**config.mk**
```make
export PLATFORM = sky130hd
export DESIGN_NAME = pattern_generator
export DESIGN_NICKNAME = d
export VERILOG_FILES = /design/src/rtl/pattern_generator.sv
export SDC_FILE = /design/constraint.sdc
export NUM_CORES = 1
export LEC_CHECK = 0
export ABC_AREA = 0
export CAP_MARGIN = 5
export CORE_UTILIZATION = 35
export CTS_CLUSTER_SIZE = 8
export DETAILED_ROUTE_END_ITERATION = 8
export SYNTH_ARGS = -nofsm -noshare
export SYNTH_HDL_FRONTEND = slang
export SYNTH_SLANG_ARGS = --single-unit
```
**constraint.sdc**
```tcl
create_clock -name clk -period 2.95 [get_ports clk]
set_input_delay 0.295 -clock clk [delete_from_list [all_inputs] [get_ports clk]]
set_output_delay 0.295 -clock clk [all_outputs]
set_load 0.02 [all_outputs]
```
**src/rtl/pattern_generator.sv**
```systemverilog
// Pattern generator: buffers up to DEPTH host-loaded samples and replays them
// onto pat_out at a programmable rate, once or looped.
module pattern_generator #(
  parameter int WIDTH = 8,
  parameter int DEPTH = 16,
  parameter int DIV_W = 8
) (
  input  logic                     clk,
  input  logic                     rst,
  input  logic                     load_valid,
  input  logic [WIDTH-1:0]         load_data,
  output logic                     load_ready,
  input  logic                     clear,
  input  logic                     start,
  input  logic                     stop,
  input  logic                     loop,
  input  logic [DIV_W-1:0]         div,
  output logic [WIDTH-1:0]         pat_out,
  output logic                     pat_strobe,
  output logic                     busy,
  output logic                     done,
  output logic [$clog2(DEPTH):0]   count
);

  localparam int AW = $clog2(DEPTH);
  localparam int CW = AW + 1;

  typedef enum logic {IDLE, RUN} state_t;

  state_t           state, state_next;
  logic [CW-1:0]    idx, idx_next, count_next;
  logic [DIV_W-1:0] tick, tick_next, div_lat, div_lat_next;
  logic             loop_lat, loop_lat_next;
  logic [WIDTH-1:0] pat_next;
  logic             strobe_next, done_next;
  logic             load_fire;

  logic [WIDTH-1:0] mem [DEPTH];

  assign load_ready = (state == IDLE) && (count < CW'(DEPTH));
  assign load_fire  = load_valid && load_ready;

  // Buffer storage has no reset; entries at or above count are never read.
  always_ff @(posedge clk) begin
    if (load_fire && !clear)
      mem[count[AW-1:0]] <= load_data;
  end

  always_comb begin
    state_next    = state;
    count_next    = count;
    idx_next      = idx;
    tick_next     = tick;
    div_lat_next  = div_lat;
    loop_lat_next = loop_lat;
    pat_next      = pat_out;
    strobe_next   = 1'b0;
    done_next     = 1'b0;

    case (state)
      IDLE: begin
        if (clear)
          count_next = '0;
        else if (load_fire)
          count_next = count + 1'b1;

        if (start && (count != '0)) begin
          state_next    = RUN;
          pat_next      = mem[0];
          strobe_next   = 1'b1;
          idx_next      = CW'(1);
          tick_next     = div;
          div_lat_next  = div;
          loop_lat_next = loop;
        end
      end

      RUN: begin
        // stop wins over every form of advance; pat_out keeps its value.
        if (stop) begin
          state_next = IDLE;
        end else if (tick != '0) begin
          tick_next = tick - 1'b1;
        end else if (idx < count) begin
          pat_next    = mem[idx[AW-1:0]];
          strobe_next = 1'b1;
          idx_next    = idx + 1'b1;
          tick_next   = div_lat;
        end else if (loop_lat) begin
          pat_next    = mem[0];
          strobe_next = 1'b1;
          idx_next    = CW'(1);
          tick_next   = div_lat;
        end else begin
          state_next = IDLE;
          done_next  = 1'b1;
        end
      end

      default: state_next = IDLE;
    endcase
  end

  always_ff @(posedge clk or posedge rst) begin
    if (rst) begin
      state      <= IDLE;
      count      <= '0;
      idx        <= '0;
      tick       <= '0;
      div_lat    <= '0;
      loop_lat   <= 1'b0;
      pat_out    <= '0;
      pat_strobe <= 1'b0;
      done       <= 1'b0;
      busy       <= 1'b0;
    end else begin
      state      <= state_next;
      count      <= count_next;
      idx        <= idx_next;
      tick       <= tick_next;
      div_lat    <= div_lat_next;
      loop_lat   <= loop_lat_next;
      pat_out    <= pat_next;
      pat_strobe <= strobe_next;
      done       <= done_next;
      busy       <= (state_next == RUN);
    end
  end

endmodule

```
==> run_results.csv <==
group,metric,value,unit
cts,cts.sinks,166,
power,swShare,31.0,%
logic_synthesis,post_synth_num_cell_types,56,
placement,place.gp.congestion,0.836,
logic_synthesis,synth_top_family_by_area,"multiplexers",
logic_synthesis,syn_nets,514,
power,p_total,0.00725,W
cts,cts_inserted_buffers,17,
logic_synthesis,yosys_most_used_dff,"edfxtp_1",
power,pwr-share-seq,42.3,%
logic_synthesis,yosys_warnings,0,
critical_path,critPathArrivalTime,2820,ps
placement,hpwl,10.6,mm
route,routedWlPerCell,19.4,um
global_routing,grt.overflow.total,0,
logic_synthesis,netlist_area,7170,um^2
route,vias_per_cell,5.26,
logic_synthesis,synth_top_area_share,53.6,%
timing,hold_violations,0,
finish,nNetsFinal,574,
cts,clk_latency,420,ps
timing,rsz0062_at_grt,"false",
route,vias,4298,
logic_synthesis,synthSimpleGateAreaFrac,9.65,%
route,finalWirelength,15.8,mm
logic_synthesis,yosys-top-cells-area,"edfxtp_1 54%, dfrtp_1 13%, mux4_2 10%, nand2_1 3.5%, ha_1 1.9%",
floorplan,fp.coreArea,19800,um^2
critical_path,crit_required,3260,ps
logic_synthesis,synth-async-reset-ratio,22.9,%
timing,final-setup-viol-count,0,
timing,relSlewSlack,39.1,%
floorplan,start_util,36.3,%
power,p_comb_share,27.7,%
logic_synthesis,synth_commonest_cells,"128 x edfxtp_1, 66 x nand2_1, 38 x dfrtp_1",
cts,cts_root_buf,"clkbuf_16",
global_routing,grt_pass1_vias,4395,
critical_path,cp_cell_sequence,"inv_1 -> ha_1 -> and4b_1 -> a211oi_2 -> or2_0 -> mux2_2",
global_routing,grt_max_degree,39,
logic_synthesis,synth_fa_ha_area_share,1.92,%
route,postRouteAntennaNets,0,
logic_synthesis,synthMuxAreaShare,12.0,%
timing,clock_skew,12.7,ps
timing,setup_tns,0,ps
power,powerDensity,845,nW/um^2
placement,place_ws,138,ps
floorplan,die_width,145,um
floorplan,fp.dieH,145,um
floorplan,rows,51,
logic_synthesis,synth_most_common_cell,"edfxtp_1",
finish,fill_cells,1783,
critical_path,path_buf_inv,1,
route,route.detailed.drc,0,
timing,min_period_over_period,84.9,%
placement,port_buffers,39,
floorplan,die_area,21100,um^2
logic_synthesis,ys_ff_latch,166,
logic_synthesis,synth_compound_area_share,6.82,%
floorplan,io_pins,40,
logic_synthesis,yosysSeqAreaShare,66.9,%
run,max-cap-violations,0,
cts,cts_resized,0,
timing,worstMarginPinSlew,912,ps
cts,hold_buffers,0,
cts,cts_max_level,4,
cts,postCtsSetupRepairBufs,0,
logic_synthesis,synth-edff-count,128,
timing,setup_slack,447,ps
logic_synthesis,avgSynthCellArea,14.9,um^2
power,p_leak,2.94,nW
critical_path,slowest_stage,"dfrtp_1",
global_routing,antenna_found_initial,0,
finish,final_cells,817,
finish,num_antenna_cells,0,
cts,cts.reportedPaths.clkPinSlew,70,ps
logic_synthesis,synthCells,480,
power,p_clk_share,30.0,%
critical_path,cp-start-kind,"flip-flop",
cts,cts_tree,"done",
timing,period_minus_slack,2500,ps
finish,area_delta_synth_final,19.6,%
critical_path,cp_top_family,"simple AND/OR/NAND/NOR gates",
placement,dpl.cell_count,786,
global_routing,grt_pass1_wl,24.9,mm
route,dr.first_iter.drc_count,278,
critical_path,crit_fanout,10,
power,p_int,0.00500,W
logic_synthesis,synth_xor_area_share,0.244,%
critical_path,cp-end-kind,"flip-flop",
logic_synthesis,yosys.area.top_type,"edfxtp_1",
route,drtPass1Iterations,5,
run_status,outcome,"finished, final reports clean",
power,peakVddDrop,486,uV
critical_path,worstSetupPathType,"flip-flop to flip-flop",
finish,drive_gt1_share,20.3,%
timing,fmax,399,MHz
power,switchingPower,0.00224,W
global_routing,grt.total_usage,15.7,%
min_path,hp-class,"input pin to async pin",
cts,max-clock-path-buffers,2,
timing,slew_violations,0,
critical_path,max_stage_delay,550,ps
==> worst paths after layout <==
kind / start / to / slack, ps / cells after the start
worst max-delay path: count[3] / idx[0] / 450 / 6
worst min-delay path: rst / tick[1] / 300 / 3
worst max register to register: count[3] / idx[0] / 450 / 6
worst min register to register: div_lat[5] / div_lat[5] / 500 / 1
max in group asynchronous: rst / idx[0] / 2270 / 3
min in group clk: div_lat[5] / div_lat[5] / 500 / 1
==> kinds of logic (layout without fill, tap and decap cells) <==
| family | after synthesis | in the layout |
|---|---|---|
| multiplexers | 45 | 45 |
| XOR/XNOR | 2 | 2 |
| flip-flops | 166 | 166 |
| adder cells (fa/ha/maj) | 11 | 11 |
| AO/OA/AOI/OAI | 68 | 68 |
| AND/OR/NAND/NOR | 147 | 147 |
| buffers and inverters | 41 | 113 |
==> sequential cells by signal, indices dropped and copies added (netlist names) <==
signal and cells:
mem 128, div_lat 8, pat_out 8, tick 8
count 5, idx 5, done 1, loop_lat 1
pat_strobe 1, state 1
==> per-layer routing <==
metal  track usage, %  part of all wire (%)  wire [um]
met1             21.1                    45       7100
met2             24.9                    48       7540
met3             4.47                   6.6       1040
met4             4.05                   1.1        170
met5                0                     0          0
==> worst reg2reg max path: stages, from the launching register on <==
cell and delay [ps]:
dfrtp_1 550, inv_1 150, ha_1 370, and4b_1 250, a211oi_2 250, or2_0 440
mux2_2 390
==> power groups by stage <==
stage	clock [W]	combinational, W	sequential (W)
global placement	0	0.00198	0.00311
CTS	0.00222	0.00203	0.00307
floorplan	0	0.00141	0.00306
finish	0.00217	0.00201	0.00307
global route	0.00229	0.00220	0.00311
detailed placement	0	0.00201	0.00311
==> area by class of cell <==
class                      count  area, um^2  share of cell area [%]
tap                          265         332                    3.87
sequential                   166        4800                    55.9
clock inverter                13         145                    1.69
inverter                      15        56.3                   0.656
clock buffer                  18         429                    5.00
timing repair buffer          67         613                    7.15
multi-input combinational    273        2210                    25.7
==> cell usage in the layout (no fill, tap or decap), drive strengths merged, types with 3 or more instances in the layout <==
| cell | synthesis | routed |
|---|---|---|
| a211oi | 5 | 5 |
| a21oi | 7 | 7 |
| a22o | 4 | 4 |
| a31oi | 12 | 12 |
| buf | 15 | 28 |
| clkbuf | 11 | 18 |
| clkdlybuf4s50 | 0 | 39 |
| clkinv | 2 | 5 |
| dfrtp | 38 | 38 |
| edfxtp | 128 | 128 |
| ha | 11 | 11 |
| inv | 13 | 19 |
| mux2 | 10 | 10 |
| mux2i | 3 | 3 |
| mux4 | 32 | 32 |
| nand2 | 67 | 67 |
| nand2b | 4 | 4 |
| nand3 | 19 | 19 |
| nor2 | 24 | 24 |
| nor2b | 5 | 5 |
| nor3 | 13 | 13 |
| o211ai | 17 | 17 |
| o21ai | 10 | 10 |
| or4 | 4 | 4 |
==> per-stage QoR <==
| step | hold WS, ps | util, % | cell area, um^2 |
|---|---|---|---|
| 2_1_floorplan | 380 | - | 7170 |
| 6_report | 298 | 43.4 | 8580 |
| 3_3_place_gp | 492 | 40.5 | 8000 |
| 4_1_cts | 315 | 43.4 | 8580 |
| 3_5_place_dp | 495 | 40.5 | 8000 |
| 5_1_grt | 340 | 43.4 | 8580 |
(Power assumes the default switching activity.)
